`config.mk`:
```
export PLATFORM = sky130hd
export DESIGN_NAME = cska_seq_adder_flat
export DESIGN_NICKNAME = d
export VERILOG_FILES = /design/src/rtl/cska_pkg.sv /design/src/rtl/cska_seq_adder_if.sv /design/src/rtl/cska_seq_adder_chk.sv /design/src/rtl/cska_slice.sv /design/src/rtl/cska_seq_adder.sv /design/src/flat_wrapper.sv
export SDC_FILE = /design/constraint.sdc
export NUM_CORES = 1
export LEC_CHECK = 0
export CAP_MARGIN = 15
export CORE_MARGIN = 2
export CORE_UTILIZATION = 53
export CTS_BUF_LIST = sky130_fd_sc_hd__clkbuf_4
export DETAILED_ROUTE_END_ITERATION = 8
export GPL_TIMING_DRIVEN = 0
export HOLD_SLACK_MARGIN = 0.12
export PLACE_DENSITY_LB_ADDON = 0.15
export SYNTH_ARGS = -nofsm -noshare
export SYNTH_HDL_FRONTEND = slang
export SYNTH_SLANG_ARGS = --single-unit
```
`constraint.sdc`:
```
create_clock -name clk -period 4.02 [get_ports clk]
set_clock_uncertainty 0.2 [all_clocks]
set_input_delay 0.603 -clock clk [delete_from_list [all_inputs] [get_ports clk]]
set_output_delay 0.603 -clock clk [all_outputs]
set_load 0.01 [all_outputs]
```
`src/rtl/cska_pkg.sv`:
```
// Shared types and sizing helpers for the sequenced carry-skip adder.
// The optional subtract path is enabled by defining CSKA_SUB_EN.
package cska_pkg;

    typedef enum logic [1:0] {
        IDLE = 2'd0,
        RUN  = 2'd1,
        DONE = 2'd2
    } cska_state_e;

    function automatic int calc_nslice(input int data_w, input int slice_w);
        return data_w / slice_w;
    endfunction

    // Index width never drops below one bit, so a single-slice build still has a counter.
    function automatic int calc_idx_w(input int data_w, input int slice_w);
        int n;
        n = data_w / slice_w;
        return (n > 32'sd1) ? $clog2(n) : 32'sd1;
    endfunction

endpackage

```
`src/rtl/cska_seq_adder_if.sv`:
```
// Operand/result handshake bundle for cska_seq_adder.
// The op_sub signal exists only when CSKA_SUB_EN is defined.
interface cska_seq_adder_if #(parameter int DATA_W = 32);
    logic              in_valid;
    logic              in_ready;
    logic [DATA_W-1:0] a;
    logic [DATA_W-1:0] b;
    logic              cin;
`ifdef CSKA_SUB_EN
    logic              op_sub;
`endif
    logic              out_valid;
    logic              out_ready;
    logic [DATA_W-1:0] sum;
    logic              cout;
    logic              all_prop;
    logic              busy;

    modport master (
        output in_valid, a, b, cin, out_ready,
`ifdef CSKA_SUB_EN
        output op_sub,
`endif
        input  in_ready, out_valid, sum, cout, all_prop, busy
    );

    modport slave (
        input  in_valid, a, b, cin, out_ready,
`ifdef CSKA_SUB_EN
        input  op_sub,
`endif
        output in_ready, out_valid, sum, cout, all_prop, busy
    );
endinterface

```
`src/rtl/cska_seq_adder_chk.sv`:
```
// Checks that the skip-muxed carry and the slice sum agree with a plain ripple add.
// Used by cska_seq_adder in both the add-only and CSKA_SUB_EN builds.
module cska_seq_adder_chk #(
    parameter int SLICE_W = 4
) (
    input logic               clk,
    input logic               rst_n,
    input logic               en,
    input logic [SLICE_W-1:0] a,
    input logic [SLICE_W-1:0] b,
    input logic               cin,
    input logic [SLICE_W-1:0] sum,
    input logic               carry
);
    logic [SLICE_W:0] ripple_s;

    assign ripple_s = {1'b0, a} + {1'b0, b} + {{SLICE_W{1'b0}}, cin};

    a_skip_eq_ripple: assert property (@(posedge clk) disable iff (!rst_n)
        en |-> (carry == ripple_s[SLICE_W]));

    a_sum_eq_ripple: assert property (@(posedge clk) disable iff (!rst_n)
        en |-> (sum == ripple_s[SLICE_W-1:0]));
endmodule

```
`src/rtl/cska_slice.sv`:
```
// Combinational SLICE_W-bit carry-lookahead slice with block propagate output.
// Identical in the add-only and CSKA_SUB_EN builds.
module cska_slice #(
    parameter int SLICE_W = 4
) (
    input  logic [SLICE_W-1:0] a,
    input  logic [SLICE_W-1:0] b,
    input  logic               cin,
    output logic [SLICE_W-1:0] sum,
    output logic               cout,
    output logic               prop
);
    logic [SLICE_W-1:0] g_s;
    logic [SLICE_W-1:0] p_s;
    logic [SLICE_W:0]   c_s;
    logic               grp_g_s;
    logic               grp_p_s;

    // Prefix group generate/propagate so every carry is a function of cin, not of the previous carry.
    always_comb begin
        g_s     = a & b;
        p_s     = a ^ b;
        c_s     = '0;
        c_s[0]  = cin;
        grp_g_s = 1'b0;
        grp_p_s = 1'b1;
        for (int i = 0; i < SLICE_W; i++) begin
            grp_g_s    = g_s[i] | (p_s[i] & grp_g_s);
            grp_p_s    = p_s[i] & grp_p_s;
            c_s[i + 1] = grp_g_s | (grp_p_s & cin);
        end
    end

    assign sum  = p_s ^ c_s[SLICE_W-1:0];
    assign cout = c_s[SLICE_W];
    assign prop = &p_s;
endmodule

```
`src/rtl/cska_seq_adder.sv`:
```
// Sequenced wide adder: one carry-lookahead slice iterated over DATA_W/SLICE_W cycles.
// Define CSKA_SUB_EN to add the op_sub port and the a-b path.
module cska_seq_adder
    import cska_pkg::*;
#(
    parameter int DATA_W  = 32,
    parameter int SLICE_W = 4
) (
    input logic              clk,
    input logic              rst_n,
    cska_seq_adder_if.slave  bus
);
    localparam int NSLICE = calc_nslice(DATA_W, SLICE_W);
    localparam int IDX_W  = calc_idx_w(DATA_W, SLICE_W);
    localparam logic [IDX_W-1:0] K_LAST = IDX_W'(NSLICE - 1);

    generate
        if ((SLICE_W < 2) || ((DATA_W % SLICE_W) != 0)) begin : g_bad_param
            $error("cska_seq_adder: DATA_W must be a multiple of SLICE_W and SLICE_W >= 2");
        end
    endgenerate

    cska_state_e       state_q, state_d;
    logic [IDX_W-1:0]  k_q, k_d;
    logic [DATA_W-1:0] a_q, a_d;
    logic [DATA_W-1:0] b_q, b_d;
    logic              carry_q, carry_d;
    logic              prop_acc_q, prop_acc_d;
    logic [DATA_W-1:0] sum_q, sum_d;
    logic              cout_q, cout_d;
    logic              all_prop_q, all_prop_d;

    logic [DATA_W-1:0]  b_in_s;
    logic               cin_in_s;
    logic [31:0]        slice_lo_s;
    logic [SLICE_W-1:0] slice_a_s;
    logic [SLICE_W-1:0] slice_b_s;
    logic [SLICE_W-1:0] slice_sum_s;
    logic               slice_cout_s;
    logic               slice_prop_s;
    logic               skip_carry_s;

`ifdef CSKA_SUB_EN
    // Subtraction stores ~b and forces the initial carry to one; cin is ignored.
    always_comb begin
        if (bus.op_sub) begin
            b_in_s   = ~bus.b;
            cin_in_s = 1'b1;
        end else begin
            b_in_s   = bus.b;
            cin_in_s = bus.cin;
        end
    end
`else
    assign b_in_s   = bus.b;
    assign cin_in_s = bus.cin;
`endif

    assign slice_lo_s = 32'(k_q) * 32'(SLICE_W);
    assign slice_a_s  = a_q[slice_lo_s +: SLICE_W];
    assign slice_b_s  = b_q[slice_lo_s +: SLICE_W];

    cska_slice #(.SLICE_W(SLICE_W)) u_slice (
        .a    (slice_a_s),
        .b    (slice_b_s),
        .cin  (carry_q),
        .sum  (slice_sum_s),
        .cout (slice_cout_s),
        .prop (slice_prop_s)
    );

    // A fully propagating slice passes its carry-in straight through.
    assign skip_carry_s = slice_prop_s ? carry_q : slice_cout_s;

    cska_seq_adder_chk #(.SLICE_W(SLICE_W)) u_chk (
        .clk   (clk),
        .rst_n (rst_n),
        .en    (state_q == RUN),
        .a     (slice_a_s),
        .b     (slice_b_s),
        .cin   (carry_q),
        .sum   (slice_sum_s),
        .carry (skip_carry_s)
    );

    // Next-state and datapath updates for the IDLE/RUN/DONE sequence.
    always_comb begin
        state_d    = state_q;
        k_d        = k_q;
        a_d        = a_q;
        b_d        = b_q;
        carry_d    = carry_q;
        prop_acc_d = prop_acc_q;
        sum_d      = sum_q;
        cout_d     = cout_q;
        all_prop_d = all_prop_q;
        case (state_q)
            IDLE: begin
                if (bus.in_valid) begin
                    state_d    = RUN;
                    a_d        = bus.a;
                    b_d        = b_in_s;
                    carry_d    = cin_in_s;
                    k_d        = '0;
                    prop_acc_d = 1'b1;
                end else begin
                    state_d = IDLE;
                end
            end
            RUN: begin
                sum_d[slice_lo_s +: SLICE_W] = slice_sum_s;
                carry_d    = skip_carry_s;
                prop_acc_d = prop_acc_q & slice_prop_s;
                if (k_q == K_LAST) begin
                    state_d    = DONE;
                    cout_d     = skip_carry_s;
                    all_prop_d = prop_acc_q & slice_prop_s;
                end else begin
                    k_d = k_q + 1'b1;
                end
            end
            DONE: begin
                if (bus.out_ready) begin
                    state_d = IDLE;
                end else begin
                    state_d = DONE;
                end
            end
            default: begin
                state_d = IDLE;
            end
        endcase
    end

    // State and datapath registers; reset discards any in-flight operation.
    always_ff @(posedge clk or negedge rst_n) begin
        if (!rst_n) begin
            state_q    <= IDLE;
            k_q        <= '0;
            a_q        <= '0;
            b_q        <= '0;
            carry_q    <= 1'b0;
            prop_acc_q <= 1'b0;
            sum_q      <= '0;
            cout_q     <= 1'b0;
            all_prop_q <= 1'b0;
        end else begin
            state_q    <= state_d;
            k_q        <= k_d;
            a_q        <= a_d;
            b_q        <= b_d;
            carry_q    <= carry_d;
            prop_acc_q <= prop_acc_d;
            sum_q      <= sum_d;
            cout_q     <= cout_d;
            all_prop_q <= all_prop_d;
        end
    end

    assign bus.in_ready  = (state_q == IDLE);
    assign bus.busy      = (state_q != IDLE);
    assign bus.out_valid = (state_q == DONE);
    assign bus.sum       = sum_q;
    assign bus.cout      = cout_q;
    assign bus.all_prop  = all_prop_q;
endmodule

```
`src/flat_wrapper.sv`:
```
// flat-port wrapper written by rule: the top's interface ports become plain ports
module cska_seq_adder_flat import cska_pkg::*;
#(
    parameter int DATA_W  = 32,
    parameter int SLICE_W = 4
)
  (clk, rst_n, bus_in_valid, bus_a, bus_b, bus_cin, bus_out_ready, bus_in_ready, bus_out_valid, bus_sum, bus_cout, bus_all_prop, bus_busy);
  cska_seq_adder_if #(.DATA_W(DATA_W)) bus_i ();
  input logic clk;
  input logic rst_n;
  input wire logic [$bits(bus_i.in_valid)-1:0] bus_in_valid;
  input wire logic [$bits(bus_i.a)-1:0] bus_a;
  input wire logic [$bits(bus_i.b)-1:0] bus_b;
  input wire logic [$bits(bus_i.cin)-1:0] bus_cin;
  input wire logic [$bits(bus_i.out_ready)-1:0] bus_out_ready;
  output wire logic [$bits(bus_i.in_ready)-1:0] bus_in_ready;
  output wire logic [$bits(bus_i.out_valid)-1:0] bus_out_valid;
  output wire logic [$bits(bus_i.sum)-1:0] bus_sum;
  output wire logic [$bits(bus_i.cout)-1:0] bus_cout;
  output wire logic [$bits(bus_i.all_prop)-1:0] bus_all_prop;
  output wire logic [$bits(bus_i.busy)-1:0] bus_busy;
  assign bus_i.in_valid = bus_in_valid;
  assign bus_i.a = bus_a;
  assign bus_i.b = bus_b;
  assign bus_i.cin = bus_cin;
  assign bus_i.out_ready = bus_out_ready;
  assign bus_in_ready = bus_i.in_ready;
  assign bus_out_valid = bus_i.out_valid;
  assign bus_sum = bus_i.sum;
  assign bus_cout = bus_i.cout;
  assign bus_all_prop = bus_i.all_prop;
  assign bus_busy = bus_i.busy;
  cska_seq_adder #(.DATA_W(DATA_W), .SLICE_W(SLICE_W)) u_core (.clk(clk), .rst_n(rst_n), .bus(bus_i));
endmodule
```
==> results of run 1 <==
[cells in the final DEF, fill, tap and decap left out, types with 3 or more instances in the layout]
master,synthesis,routed
o31ai_1,20,20
nor3b_1,3,3
dfrtp_1,105,105
buf_2,13,13
clkdlybuf4s50_1,0,104
nand2_1,28,28
o32ai_1,4,4
and3b_1,3,3
or3_1,4,4
or2_2,3,3
clkbuf_4,0,9
inv_1,11,11
a21oi_1,4,4
mux2_2,77,77
clkbuf_1,7,7
mux4_2,16,16
a22o_1,3,3
o21ai_0,7,7
nand4_1,3,3
ha_1,11,11
nand3_1,4,4
nand3b_1,5,5
nor3_1,4,4
nor2_1,10,10
[report_power, final]
part / leakage, nW / internal [mW] / switching, mW
Sequential: 1.30 / 1.55 / 0.272
Clock: 0.0826 / 0.198 / 0.366
Combinational: 1.32 / 1.51 / 1.71
[per-layer routing]
metal | GRT usage [%] | share of wire [%] | up-vias
met5 | 0 | 0 | -
met4 | 8.535 | 1.8 | 0
met3 | 4.369 | 4.3 | 16
met2 | 38.97 | 51 | 80
met1 | 28.77 | 43 | 1796
li1 | - | - | 1615
[layout make-up]
class | instances | area, sq um
Buffer | 22 | 107.6
Clock buffer | 9 | 67.56
Clock inverter | 7 | 77.57
Fill cell | 677 | 2813
Inverter | 12 | 45.04
Multi-Input combinational cell | 235 | 2190
Sequential cell | 105 | 2628
Tap cell | 111 | 138.9
Timing Repair Buffer | 107 | 1086
[kinds of logic (layout without fill, tap and decap cells)]
family | after synthesis | after routing | synth area share, %
flip-flops | 105 | 105 | 52.88
AND/OR/NAND/NOR | 79 | 79 | 8.386
XOR/XNOR | 1 | 1 | 0.1763
multiplexers | 94 | 94 | 25.01
AO/OA/AOI/OAI | 49 | 49 | 7.328
buffers and inverters | 34 | 157 | 3.047
adder cells (fa/ha/maj) | 12 | 12 | 3.173
[sequential cells by signal (all words and copies together), names as in the netlist]
name / count
u_core.b_q: 32
u_core.k_q: 3
u_core.carry_q: 1
u_core.bus.sum: 32
u_core.prop_acc_q: 1
u_core.state_q: 2
u_core.bus.all_prop: 1
u_core.a_q: 32
u_core.bus.cout: 1
[worst paths after layout]
check                                          startpoint  slack [ns]                             end  depth (start not counted)
min in group asynchronous                           rst_n        0.46   u_core.bus.sum[5]$_DFFE_PN0P_                          2
min reg2reg                u_core.bus.sum[17]$_DFFE_PN0P_        0.30  u_core.bus.sum[17]$_DFFE_PN0P_                          1
max in group asynchronous                           rst_n        2.45      u_core.a_q[16]$_DFFE_PN0P_                          3
min                        u_core.bus.sum[17]$_DFFE_PN0P_        0.30  u_core.bus.sum[17]$_DFFE_PN0P_                          1
max                             u_core.k_q[1]$_DFFE_PN0P_        0.37  u_core.bus.sum[23]$_DFFE_PN0P_                          9
max reg2reg                     u_core.k_q[1]$_DFFE_PN0P_        0.37  u_core.bus.sum[23]$_DFFE_PN0P_                          9
[timing repair]
action / 4_1_cts / 5_1_grt
endpoints found under the hold margin: 45 / 0
setup buffers: 0 / 0
setup endpoints to repair: 0 / 8
hold buffers: 1 / 0
resized for setup: 0 / 1
[stage by stage]
stage / worst slack, ns / power (mW) / util [%] / TNS (ns) / instances
after CTS: 0.1783 / 5.610 / 69.26 / 0 / 608
final: 0.3746 / 5.595 / 69.27 / 0 / 608
after floorplan: 0.9608 / 3.987 / - / 0 / 374
after global placement: -1.735 / 4.967 / 67.29 / -181.43 / 590
after global routing: 0.2137 / 6.015 / 69.27 / 0 / 608
after detailed placement: 0.2002 / 5.046 / 67.56 / 0 / 591
==> flow_summary.toml, run 1 <==
[sta]
finalCritPeriodShare_pct = 90.68
holdWs_ns = 0.2989
rsz0062_at_grt = "no"
period_needed_ns = 3.645
fmax_mhz = 274.3
setup_violations = 0
slew_headroom_pct = 47.66
slew_violations = 0
hold_viol_final = 0
tightest_slew_ns = 0.7834

[status]
status = "finished clean"

[hold_path]
hold_class = "reg2reg"

[synthesis]
synth_area_leaders = "dfrtp_1 53%, mux2_2 17%, mux4_2 7.3%"
synth-seq-cells = 105
synth.most_common_cell = "dfrtp_1"
syn_area_per_cell_sq_um = 13.28
synth_warnings = 0
synth_edf_count = 0
yosysTopAreaCell = "dfrtp_1"
netlist_area_sq_mm = 0.004969
synth_common_cells = "105 x dfrtp_1, 77 x mux2_2, 28 x nand2_1"
synth_flop_cell = "dfrtp_1"
synth_top_area_share_pct = 52.88
seq_area_frac_synth_pct = 52.88
synthArstFlopShare_pct = 100.0
yosys.cell_types.count = 45
synth_nets = 455
syn_inst = 374

[cts]
cts_made_buffers = 9
clockRootBuffer = "clkbuf_4"
htreeDepth = 3
clkTransAtPathRegs_ns = 0.16
clockBufferDepth = 2
cts_tree = "built"
cts_sinks = 105
clock_latency_ns = 0.46

[detailed_routing]
drc = 0
drtIter0Drc = 122
vias_per_cell = 5.768
drt-total-wl_um = 10680
vias = 3507
drt-pass1-iter-count = 4
drtAntennaViolNets = 0
post_drt_wl_per_cell_um = 17.56

[critical_path]
worst_setup_path_end_kind = "register"
path_class = "reg2reg"
cp_cell_sequence = "clkbuf_2, buf_2, mux4_2, nand2_1, nand2_1, ha_1, or2_2, a311oi_2, o32ai_1"
path_buf_inv = 2
slowest_delay_ns = 0.69
worst_ep_required_time_ns = 4.14
critical_path.most_common_cell = "nand2_1"
crit_slowest_cell = "a311oi_2"
crit_arrival_ns = 3.76
cp_max_fo = 10
cp-start-kind = "register"
cp_top_family = "compound AO/OA/AOI/OAI gates"

[grt]
grt_max_degree = 61
grt_usage_pct = 22.76
antenna_found_initial = 0
grt_pass1_vias = 3678
grt_pass1_wl_um = 17780
globalRoute.totalOverflow = 0

[floorplan]
die_h_um = 100.8
start_util_pct = 54.29
io_pins = 106
core_area_sq_mm = 0.009153
num_rows = 35
dieArea_sq_mm = 0.01016
die_x_um = 100.8

[finish]
design_area_sq_mm = 0.006340
nNetsFinal = 573
layout-drive-gt1-share_pct = 26.76
area_growth_pct = 27.60
antenna_cells = 0

[pwr]
p_per_area_mw_per_mm2 = 882.6
leakage_nw = 2.694
peakVddDrop_mv = 0.4717

[job]
drv_cap = 0

[placed_design]
place.gp.congestion = 0.8286
dp_hpwl_um = 8086
placed_area_sq_mm = 0.006183
portBuffers = 105
(Power assumes the default switching activity.)
==> run 2, diff against run 1 <==
Settings changed: SLEW_MARGIN from default to 10.
Clock period 4.02 ns to 3.85 ns, I/O delays scaled along.
==> run 2 against run 1 <==
Utilization hardly changed. Global-route usage stayed put. Combinational power is 4% higher. Largest cell class unchanged. Sequential power is 4% higher. Wire length hardly changed. Critical path depth stayed put.
==> flow_summary.toml, run 2 (synthesis gave the netlist of run 1 again) <==
[critical_path]
path_buf_inv = 2
crit_slowest_cell = "a311oi_2"
crit_arrival_ns = 3.77
r2r_slack_ns = 0.20
slowest_delay_ns = 0.70
critical_path.most_common_cell = "nand2_1"
cp_max_fo = 10
path_class = "reg2reg"
r2r-end = "u_core.bus.sum[23]$_DFFE_PN0P_"
reg2reg_from = "u_core.k_q[1]$_DFFE_PN0P_"
r2r_cells = 9
cp_cell_sequence = "clkbuf_2, buf_2, mux4_2, nand2_1, nand2_1, ha_1, or2_2, a311oi_2, o32ai_1"
worst_setup_path_end_kind = "register"
cp-start-kind = "register"
cp_top_family = "compound AO/OA/AOI/OAI gates"
worst_ep_required_time_ns = 3.97

[pwr]
peakVddDrop_mv = 0.4916
clockPowerShare_pct = 10.1
seqPwrFrac_pct = 32.5
switchingPower_mw = 2.443
swShare_pct = 41.84
p_int_mw = 3.397
pwr-share-comb_pct = 57.4
p_per_area_mw_per_mm2 = 920.6
leakage_nw = 2.695

[cts]
htreeDepth = 3
clkTransAtPathRegs_ns = 0.16
cts_sinks = 105
cts_tree = "built"
clockBufferDepth = 2
cts_made_buffers = 9
clock_latency_ns = 0.46
clockRootBuffer = "clkbuf_4"

[hold_path]
worstHoldStart = "u_core.bus.sum[17]$_DFFE_PN0P_"
hold_class = "reg2reg"
holdPathStages = 1
hold-path-endpoint = "u_core.bus.sum[17]$_DFFE_PN0P_"

[placed_design]
dp_hpwl_um = 8085
portBuffers = 105
place.gp.congestion = 0.8286
placed_area_sq_mm = 0.006187

[sta]
holdWs_ns = 0.2990
hold_viol_final = 0
fmax_mhz = 273.7
setup_violations = 0
finalCritPeriodShare_pct = 94.92
rsz0062_at_grt = "no"
slew_violations = 0
period_needed_ns = 3.654
slew_headroom_pct = 45.52
tightest_slew_ns = 0.8155

[grt]
antenna_found_initial = 0
grtUsageMet2_pct = 38.97
grt_pass1_wl_um = 17780
grt_max_degree = 61
grt_usage_pct = 22.76
top_usage_layer = "met2"
grt_pass1_vias = 3678
grt_util_met1_pct = 28.77
use_met3_pct = 4.369
globalRoute.totalOverflow = 0

[finish]
nNetsFinal = 573
layout-drive-gt1-share_pct = 26.76
area_growth_pct = 27.68
antenna_cells = 0
design_area_sq_mm = 0.006344
final_common_cell = "dfrtp_1"
layout_common_cells = "105 x dfrtp_1, 104 x clkdlybuf4s50_1, 77 x mux2_2"

[floorplan]
die_x_um = 100.8
start_util_pct = 54.29
die_h_um = 100.8
dieArea_sq_mm = 0.01016
io_pins = 106
num_rows = 35
core_area_sq_mm = 0.009153

[job]
drv_cap = 0

[detailed_routing]
drc = 0
drt-pass1-iter-count = 4
post_drt_wl_per_cell_um = 17.56
vias_per_cell = 5.783
drtIter0Drc = 124
drtAntennaViolNets = 0
vias = 3516
drt-total-wl_um = 10680

[status]
status = "finished clean"
run 2: changes by cell type in the layout (fill, tap and decap cells not counted):
cell / change
buf_4: -1
buf_6: +1
run 2: what timing repair did:
item                       4_1_cts  5_1_grt
resized for setup                0        1
setup endpoints to repair        0       18
hold endpoints to repair        45        0
hold buffers                     1        0
setup buffers                    0        0
run 2: worst max path at each step:
| stage | depth (start not counted) | slack, ns | startpoint | end |
|---|---|---|---|---|
| floorplan | 10 | 0.79 | u_core.k_q[1]$_DFFE_PN0P_ | u_core.bus.sum[26]$_DFFE_PN0P_ |
| global placement | 1 | -1.88 | rst_n | u_core.b_q[26]$_DFFE_PN0P_ |
| detailed placement | 9 | 0.03 | u_core.k_q[1]$_DFFE_PN0P_ | u_core.bus.sum[27]$_DFFE_PN0P_ |
| CTS | 9 | 0.008 | u_core.k_q[1]$_DFFE_PN0P_ | u_core.bus.sum[23]$_DFFE_PN0P_ |
| global route | 9 | 0.04 | u_core.k_q[1]$_DFFE_PN0P_ | u_core.bus.sum[3]$_DFFE_PN0P_ |
| finish | 9 | 0.20 | u_core.k_q[1]$_DFFE_PN0P_ | u_core.bus.sum[23]$_DFFE_PN0P_ |
run 2: final cells by class:
class                           instances  area (sq um)
Tap cell                              111         138.9
Inverter                               12         45.04
Buffer                                 22         107.6
Multi-Input combinational cell        235          2190
Clock buffer                            9         67.56
Sequential cell                       105          2628
Timing Repair Buffer                  107          1090
Fill cell                             676          2809
Clock inverter                          7         77.57
run 2: metrics by stage:
| stage | total power [mW] | setup slack [ns] | setup TNS, ns | util, % | std cells |
|---|---|---|---|---|---|
| CTS | 5.859 | 0.008320 | 0 | 69.30 | 608 |
| global route | 6.281 | 0.04372 | 0 | 69.31 | 608 |
| detailed placement | 5.269 | 0.03020 | 0 | 67.60 | 591 |
| finish | 5.840 | 0.1957 | 0 | 69.31 | 608 |
| floorplan | 4.163 | 0.7908 | 0 | - | 374 |
| global placement | 5.186 | -1.880 | -196.60 | 67.29 | 590 |
run 2: routing by layer:
metal | wire length (um) | vias to the layer above
met3 | 471 | 16
met5 | 0 | -
met2 | 5445 | 84
met1 | 4568 | 1799
met4 | 192 | 0
li1 | - | 1617
run 2: power groups by stage:
| stage | sequential, mW | clock (mW) | combinational, mW |
|---|---|---|---|
| floorplan | 1.90 | 0 | 2.26 |
| global placement | 1.90 | 0 | 3.29 |
| detailed placement | 1.93 | 0 | 3.34 |
| CTS | 1.90 | 0.604 | 3.35 |
| global route | 1.97 | 0.656 | 3.66 |
| finish | 1.90 | 0.589 | 3.35 |
